`config.mk`:
```
export PLATFORM = sky130hd
export DESIGN_NAME = uart_rx
export DESIGN_NICKNAME = d
export VERILOG_FILES = /design/src/rtl/uart_rx_pkg.sv /design/src/rtl/uart_rx_sync.sv /design/src/rtl/uart_rx.sv
export SDC_FILE = /design/constraint.sdc
export NUM_CORES = 1
export LEC_CHECK = 0
export CAP_MARGIN = 10
export CORE_UTILIZATION = 30
export DETAILED_ROUTE_END_ITERATION = 8
export MAX_ROUTING_LAYER = met4
export PLACE_DENSITY = 0.46
export SYNTH_ARGS = -nofsm -noshare
export SYNTH_HDL_FRONTEND = slang
export SYNTH_SLANG_ARGS = --single-unit
```
`constraint.sdc`:
```
create_clock -name clk_i -period 8.83 [get_ports clk_i]
set_clock_uncertainty 0.15 [all_clocks]
set_input_delay 1.3245 -clock clk_i [delete_from_list [all_inputs] [get_ports clk_i]]
set_output_delay 1.3245 -clock clk_i [all_outputs]
set_load 0.05 [all_outputs]
```
`src/rtl/uart_rx_pkg.sv`:
```
// Shared UART definitions: receive FSM state encoding,
// data-width decode and parity-select encodings.
package uart_rx_pkg;

   typedef enum logic [2:0] {
      IDLE           = 3'd0,
      START_BIT      = 3'd1,
      DATA           = 3'd2,
      PARITY         = 3'd3,
      STOP_BIT_FIRST = 3'd4,
      STOP_BIT_LAST  = 3'd5
   } state_t;

   localparam logic [1:0] PAR_ODD  = 2'b00;
   localparam logic [1:0] PAR_EVEN = 2'b01;
   localparam logic [1:0] PAR_ZERO = 2'b10;
   localparam logic [1:0] PAR_ONE  = 2'b11;

   // 00..11 selects 8..5 data bits -> last index 7..4
   function automatic logic [2:0] last_bit(
      input logic [1:0] bits
   );
      return 3'h7 - {1'b0, bits};
   endfunction

   // acc is the XOR of all data bits
   function automatic logic par_exp(
      input logic [1:0] sel,
      input logic       acc
   );
      logic e;
      e = 1'b1;
      unique case (sel)
         PAR_ODD:  e = ~acc;
         PAR_EVEN: e = acc;
         PAR_ZERO: e = 1'b0;
         PAR_ONE:  e = 1'b1;
         default:  e = 1'b1;
      endcase
      return e;
   endfunction

endpackage

```
`src/rtl/uart_rx_sync.sv`:
```
// Two-flop synchroniser for an asynchronous pad input.
// Ports: clk, rst_n (async, low), d (async in), q (synced out); resets to 1.
module uart_rx_sync (
   input  logic clk,
   input  logic rst_n,
   input  logic d,
   output logic q
);

   logic meta;

   always_ff @(posedge clk or negedge rst_n) begin
      if (!rst_n) begin
         meta <= 1'b1;
         q    <= 1'b1;
      end else begin
         meta <= d;
         q    <= meta;
      end
   end

endmodule

```
`src/rtl/uart_rx.sv`:
```
// UART receiver: start/data/parity/stop framing, one-entry holding register
// drained by valid/ready, one-cycle parity/frame/overrun error pulses.
module uart_rx
   import uart_rx_pkg::*;
(
   input  logic        clk_i,
   input  logic        rstn_i,
   input  logic        rx_i,
   input  logic        cfg_en_i,
   input  logic [15:0] cfg_div_i,
   input  logic        cfg_parity_en_i,
   input  logic [1:0]  cfg_parity_sel_i,
   input  logic [1:0]  cfg_bits_i,
   input  logic        cfg_stop_bits_i,
   output logic [7:0]  rx_data_o,
   output logic        rx_valid_o,
   input  logic        rx_ready_i,
   output logic        busy_o,
   output logic        err_parity_o,
   output logic        err_frame_o,
   output logic        err_overrun_o
);

   logic        rx_s;
   state_t      state;
   logic [15:0] cnt;
   logic [15:0] target;
   logic [7:0]  sh;
   logic [2:0]  idx;
   logic        par_acc;
   logic        par_err;
   logic        sample;
   logic        frame_end;
   logic        keep;
   logic        load;
   logic        ovr;

   uart_rx_sync u_sync (
      .clk   (clk_i),
      .rst_n (rstn_i),
      .d     (rx_i),
      .q     (rx_s)
   );

   // Start bit is sampled at mid-bit, everything later one full bit apart
   assign target = (state == START_BIT) ? (cfg_div_i >> 1) : cfg_div_i;

   // >= rather than == so a mid-frame divider change cannot stall the FSM
   assign sample = (state != IDLE) && (cnt >= target);

   assign busy_o = (state != IDLE);

   always_comb begin
      frame_end = 1'b0;
      if (cfg_en_i && sample) begin
         if (state == STOP_BIT_FIRST)
            frame_end = !(cfg_stop_bits_i && rx_s);
         if (state == STOP_BIT_LAST)
            frame_end = 1'b1;
      end
   end

   // rx_s is the stop bit being sampled at frame end
   assign keep = frame_end & rx_s & ~par_err;
   assign load = keep & (~rx_valid_o | rx_ready_i);
   assign ovr  = keep & rx_valid_o & ~rx_ready_i;

   always_ff @(posedge clk_i or negedge rstn_i) begin
      if (!rstn_i) begin
         state         <= IDLE;
         cnt           <= 16'd0;
         sh            <= 8'h00;
         idx           <= 3'd0;
         par_acc       <= 1'b0;
         par_err       <= 1'b0;
         rx_data_o     <= 8'h00;
         rx_valid_o    <= 1'b0;
         err_parity_o  <= 1'b0;
         err_frame_o   <= 1'b0;
         err_overrun_o <= 1'b0;
      end else begin
         err_frame_o   <= frame_end & ~rx_s;
         err_parity_o  <= frame_end & rx_s & par_err;
         err_overrun_o <= ovr;

         if (load) begin
            rx_data_o  <= sh >> cfg_bits_i;
            rx_valid_o <= 1'b1;
         end else if (rx_ready_i) begin
            rx_valid_o <= 1'b0;
         end

         if (!cfg_en_i) begin
            state   <= IDLE;
            cnt     <= 16'd0;
            sh      <= 8'h00;
            idx     <= 3'd0;
            par_acc <= 1'b0;
            par_err <= 1'b0;
         end else begin
            if (state == IDLE || sample)
               cnt <= 16'd0;
            else
               cnt <= cnt + 16'd1;

            unique case (state)
               IDLE: begin
                  sh      <= 8'h00;
                  idx     <= 3'd0;
                  par_acc <= 1'b0;
                  par_err <= 1'b0;
                  if (!rx_s)
                     state <= START_BIT;
               end
               START_BIT: begin
                  if (sample)
                     state <= rx_s ? IDLE : DATA;
               end
               DATA: begin
                  if (sample) begin
                     sh      <= {rx_s, sh[7:1]};
                     par_acc <= par_acc ^ rx_s;
                     if (idx == last_bit(cfg_bits_i))
                        state <= cfg_parity_en_i ? PARITY
                                                 : STOP_BIT_FIRST;
                     else
                        idx <= idx + 3'd1;
                  end
               end
               PARITY: begin
                  if (sample) begin
                     par_err <= rx_s !=
                        par_exp(cfg_parity_sel_i, par_acc);
                     state   <= STOP_BIT_FIRST;
                  end
               end
               STOP_BIT_FIRST: begin
                  if (sample)
                     state <= (cfg_stop_bits_i && rx_s) ? STOP_BIT_LAST
                                                        : IDLE;
               end
               STOP_BIT_LAST: begin
                  if (sample)
                     state <= IDLE;
               end
               default: state <= IDLE;
            endcase
         end
      end
   end

endmodule

```
==> run metrics, run 1 <==
Slowest-stage cell, CP=or4b_1; CP Data Required Time=between 8000 and 9000 ps; Vias/cell=4.90; most common cell after layout, fill and taps aside=dfrtp_1; WL met2=2960 um; Detailed Route WL=6300 um; Placer Congestion=~0.81; antenna diode count=0; antenna viol nets, final=0; Synth Area in Compound Gates=a little under a tenth; wire per inst=14.5 um; via count=2,128; Die X=99.0 um; Syn Area/Cell=roughly 10 um^2; Hold Startpoint=u_sync.meta; first-pass GRT wire length=10,900 um; Pleak=0.00148 uW; register area=0.00115 mm^2; Crit. Startpoint=cfg_div_i[15]; Sink Count=46; Tot GR Track Use=14.5%; Mapped Area=between 0.002 and 0.003 mm^2; final instance area=0.00342 mm^2; CTS clk-pin slew, worst paths=90 ps; DR WL met3=137 um; flop2flop setup slack=4960 ps; fin crit share=47.9%; clock buffer count from CTS=5; DP Area=0.00333 mm^2; Die Height=99.0 um; max_cap viols=0; Pwr Density=between 150 and 200 mW/mm^2; H-Tree Depth=2; Post-CTS Resized=0; Syn. warnings=0; initial antenna violation count=0; Fmax=0.236 GHz; nets=between 300 and 400; I/O pin cnt=40; GRT overflow=0; largest net degree at the start of global routing=47; drt pass-1 iters=4; # fillers=923; hold buffers post-CTS=0; number of synthesized flops with an enable pin=0; Final Setup Violations=0; worst r2r src=state[1]; later-pin clock latency in the skew report=310 ps; final hold violation count=0; Arrival @ worst endpoint=4280 ps; M1 WL=3160 um; layout cell share with drive strength beyond 1=a little over a tenth; Syn Nets=327; Cell variety after synth=45; Post-Synth Adder-Cell Area=7.99%; Worst Setup Start Kind=input pin; area of the multi-input gates=between 0.0015 and 0.002 mm^2; #FFs+latches synth=46; simple logic cell fraction of the synthesized area=between 20% and 30%; DRT iter0 DRCs=100; critical path peak fanout=8; RSZ-0062 raised after global routing=no; Root Driver=clkbuf_8; die area=around 0.0098 mm^2; worst r2r dst=rx_data_o[3]; Worst Hold Class=register to register; max layer used=met4; worst-case hold path end point=u_sync.q; Bufs on Longest Clock Path=2; Post-synth top flop=dfrtp_1; vias in the first global route=between 2,000 and 2,500; Slew @ Worst Pin=1090 ps; share of flip-flops with an asynchronous set or reset=100%; maximum VDD drop=0.000108 V; Area Overhead vs Synth=21.4%; Cells after Synth=between 200 and 300; reg2reg path depth=11; critical path cell sequence=clkdlybuf4s50_1 > o21ai_0 > ha_1 > and4_1 > nand2_2 > nor4_4 > nor3_1 > or4b_1 > mux2_4; Max-slew headroom=27.3%; Initial Utilization=30.8%; Worst path max stage delay=790 ps; CP Capture Type=register; xor/xnor share of the synthesized area=~5.9%; setup TNS=0 ps; Slew Viols, Final=0; status=finished, final reports clean; CTS tree=built; post-synthesis sequential area ratio=40.9%; DRC Markers=0; main combinational cell family by area after synthesis=simple AND/OR/NAND/NOR gates; most frequent cells in the layout=dfrtp_1 (44), clkdlybuf4s50_1 (38), nand2_1 (35); clock period minus worst slack=4230 ps; Core Footprint=around 0.0092 mm^2; PortBufs=39; post-CTS setup buffer count=0; hpwl dp=approximately 4800 um; crit path kind=input pin to register; post-synthesis mux area share=13.8%; hold depth=0; std cell rows=35
==> area by class of cell <==
class | count | share of cell area [%]
Multi-Input combinational cell | 222 | 47.0
Tap cell | 111 | 4.06
Timing Repair Buffer | 43 | 12.1
Clock buffer | 5 | 2.01
Inverter | 4 | 0.439
Sequential cell | 46 | 33.7
Clock inverter | 3 | 0.621
==> per-stage QoR <==
step	hold WS (ps)	utilization, %	std cells	power, uW	setup slack, ps
global route	214	37.4	434	635	4430
finish	210	37.4	434	591	4600
global placement	197	36.4	426	467	4330
floorplan	195	-	282	397	4900
detailed placement	198	36.4	426	466	4270
CTS	211	37.4	434	600	4600
==> where the power goes <==
group | leakage (uW) | switching [uW] | internal (uW)
Combinational | 0.000806 | 122 | 95.4
Sequential | 0.000633 | 19.4 | 221
Clock | 0.0000441 | 78.3 | 55.8
Total | 0.00148 | 220 | 372
==> kinds of logic (layout without fill, tap and decap cells) <==
family                     Yosys count  count (layout)
muxes                               32              32
buffers and inverters               14              55
and+or+nand+nor                    113             113
DFF                                 46              46
xor gates and xnor gates            19              19
adders and majority gates           18              18
AOI/OAI and AO/OA                   40              40
==> how the worst max path moves through the flow <==
stage,end,slack [ps],depth (start not counted)
6_report,rx_data_o[3],4600,9
3_5_place_dp,rx_data_o[5],4270,9
5_1_grt,rx_data_o[3],4430,9
3_3_place_gp,rx_data_o[2],4330,9
2_1_floorplan,rx_data_o[0],4900,13
4_1_cts,rx_data_o[3],4600,9
==> worst max-delay path: cells and delay by family <==
kind	cells	cell delay, ps
buf+inv	1	480
simple gates	5	1660
compound gates	1	90
fa+ha+maj	1	320
mux	1	390
==> state kept, by name, summed over array words and instances (netlist names) <==
register / flops
idx: 3
sh: 8
err_overrun_o: 1
err_frame_o: 1
state: 3
u_sync.meta: 1
par_acc: 1
err_parity_o: 1
rx_valid_o: 1
cnt: 16
rx_data_o: 8
par_err: 1
u_sync.q: 1
==> synth_stat cells (2+ instances only) <==
cell	instances	share of area (%)
mux2i_1	18	6.4
and3_1	3	0.67
o21ai_0	13	2.3
mux2_4	8	4.3
nand2_1	35	4.7
nor2_1	28	3.7
nor3b_1	3	0.80
mux4_2	2	1.6
dfstp_2	2	1.9
nand3_1	10	1.8
a221oi_1	2	0.62
nand4_1	5	1.1
and4_1	3	0.93
nand3b_1	2	0.53
or3_1	4	0.89
dfrtp_1	44	39
clkbuf_1	9	1.2
o22ai_1	3	0.67
nor3_1	2	0.35
and2_1	3	0.67
nand2b_1	6	1.3
mux2_2	4	1.6
xor2_1	12	3.7
ha_1	18	8.0
xnor2_1	7	2.2
o21a_1	3	0.80
inv_1	4	0.53
nor2b_1	4	0.89
a21oi_1	9	1.6
==> per-layer routing <==
metal  track usage [%]  vias to the layer above
li1                  -                     1083
met1              19.5                     1005
met2              22.8                       34
met3              1.77                        6
met4              4.13                        0
met5                 -                        -
Power figures use the tool's default switching activity.
==> run 2, diff against run 1 <==
clock period = 4.3 ns   (was 8.83 ns; I/O delays follow)
==> run 2 against run 1 <==
Against the previous run:
- core utilization increased by 0.25 points
- non-clock buffer count rose by 3
- global-route usage rose by 0.29 points
- sequential cell count did not move
==> run metrics, run 2 (same netlist as run 1, synthesis figures left out) <==
status=finished, final reports clean; Max-slew headroom=between 20% and 30%; Slowest-stage cell, CP=or4b_1; first-pass GRT wire length=11,000 um; max_cap viols=0; CTS clk-pin slew, worst paths=~90 ps; CP top delay family=simple AND/OR/NAND/NOR gates; fin crit share=87.2%; most frequent cells in the layout=dfrtp_1 (44), clkdlybuf4s50_1 (38), nand2_1 (35); hpwl dp=4960 um; final hold violation count=0; Biggest register=cnt; worst slack at placement=456 ps; busiest layer in global routing=met2; Pleak=between 0.001 and 0.0015 uW; Worst path max stage delay=780 ps; most common cell after layout, fill and taps aside=dfrtp_1; combinational power share=39.4%; Internal Power=778 uW; maximum VDD drop=0.000203 V; critical path cell sequence=nand2b_1 > nor2_1 > buf_4 > mux2i_1 > ha_1 > and4_1 > nand2_2 > nor4_4 > nor3_1 > or4b_1 > mux2_4; Switching Power=463 uW; crit path kind=register to register; clock buffer count from CTS=5; Arrival @ worst endpoint=3800 ps; later-pin clock latency in the skew report=310 ps; sequential share of power=38.4%; CP Data Required Time=~4400 ps; # fillers=931; Post-CTS Resized=0; Vias/cell=4.98; register area=around 0.0012 mm^2; Sink Count=46; Placer Congestion=0.772; hold buffers post-CTS=0; Root Driver=clkbuf_8; critical path peak fanout=8; Worst Hold Class=register to register; Slew @ Worst Pin=~1100 ps; Pwr Density=360 mW/mm^2; max reg flops=16; Core Footprint=between 0.009 and 0.01 mm^2; nets=370; PortBufs=39; initial antenna violation count=0; Detailed Route WL=6510 um; Die Height=99.0 um; vias in the first global route=2,137; flop2flop setup slack=550 ps; H-Tree Depth=2; Fmax=0.267 GHz; Die X=about 99 um; via count=2,176; largest net degree at the start of global routing=47; Initial Utilization=30.8%; antenna diode count=0; met3 Usage GRT=1.42%; DRT iter0 DRCs=77; die area=0.00979 mm^2; std cell rows=35; layout cell share with drive strength beyond 1=between 10% and 20%; final instance area=0.00345 mm^2; Worst Setup Start Kind=register; DP Area=around 0.0034 mm^2; Bufs on Longest Clock Path=2; post-route insts no fill=437; GR met1 Demand/Resource=between 10% and 20%; met2 Use GR=23.5%; Final Setup Violations=0; clock period minus worst slack=roughly 3700 ps; RSZ-0062 raised after global routing=no; Placed Instances=approximately 430; Area Overhead vs Synth=22.2%; antenna viol nets, final=0; WP buf/inv=1; GRT overflow=0; I/O pin cnt=40; DRC Markers=0; worst setup margin=between 500 and 600 ps; drt pass-1 iters=4; wire per inst=14.9 um; switch share=37.3%; Tot GR Track Use=14.8%; Slew Viols, Final=0; biggest regs=cnt (16), rx_data_o (8), sh (8); post-CTS setup buffer count=0; area of the multi-input gates=0.00161 mm^2; CP Capture Type=register; CTS tree=built; Clk pwr share=between 20% and 30%; setup TNS=0 ps
[run 2: final timing paths]
| path | start | to | depth (start not counted) |
|---|---|---|---|
| worst min register to register | u_sync.meta | u_sync.q | 0 |
| worst max register to register | state[1] | rx_data_o[1] | 11 |
| worst max-delay path | state[1] | rx_data_o[1] | 11 |
| max in group asynchronous | rstn_i | sh[7] | 1 |
| min in group asynchronous | rstn_i | cnt[12] | 1 |
| worst min-delay path | u_sync.meta | u_sync.q | 0 |
[run 2: through the flow]
step | hold slack [ps] | util, % | power [uW]
4_1_cts | 210 | 37.6 | 1260
3_5_place_dp | 197 | 36.7 | 979
2_1_floorplan | 195 | - | 815
6_report | 209 | 37.6 | 1240
5_1_grt | 215 | 37.6 | 1320
3_3_place_gp | 198 | 36.7 | 977
[run 2: power groups by stage]
stage / Combinational (uW) / Sequential (uW) / Clock [uW]
4_1_cts: 496 / 476 / 285
6_report: 489 / 476 / 275
3_3_place_gp: 492 / 486 / 0
5_1_grt: 541 / 480 / 303
3_5_place_dp: 494 / 485 / 0
2_1_floorplan: 339 / 477 / 0
[run 2: layout make-up]
cell class              count  share of cell area, %
clock buffers               5                   2.00
clock inverters             3                  0.617
inverters                   4                  0.436
multi-input cells         222                   46.7
flip-flops and latches     46                   33.5
well taps                 111                   4.03
repair buffers             46                   12.7
[run 2: layer usage]
metal  vias to the layer above  routed length, um
met5                         -                  0
met4                         0                 65
met3                         9                160
met2                        43               3120
met1                      1035               3170
li1                       1089                  -
==> run 3, diff against run 2 <==
CAP_MARGIN = 5   (was 10)
==> results of run 3 <==
Same layout as run 2: the final DEF is identical, and so are final timing and power.
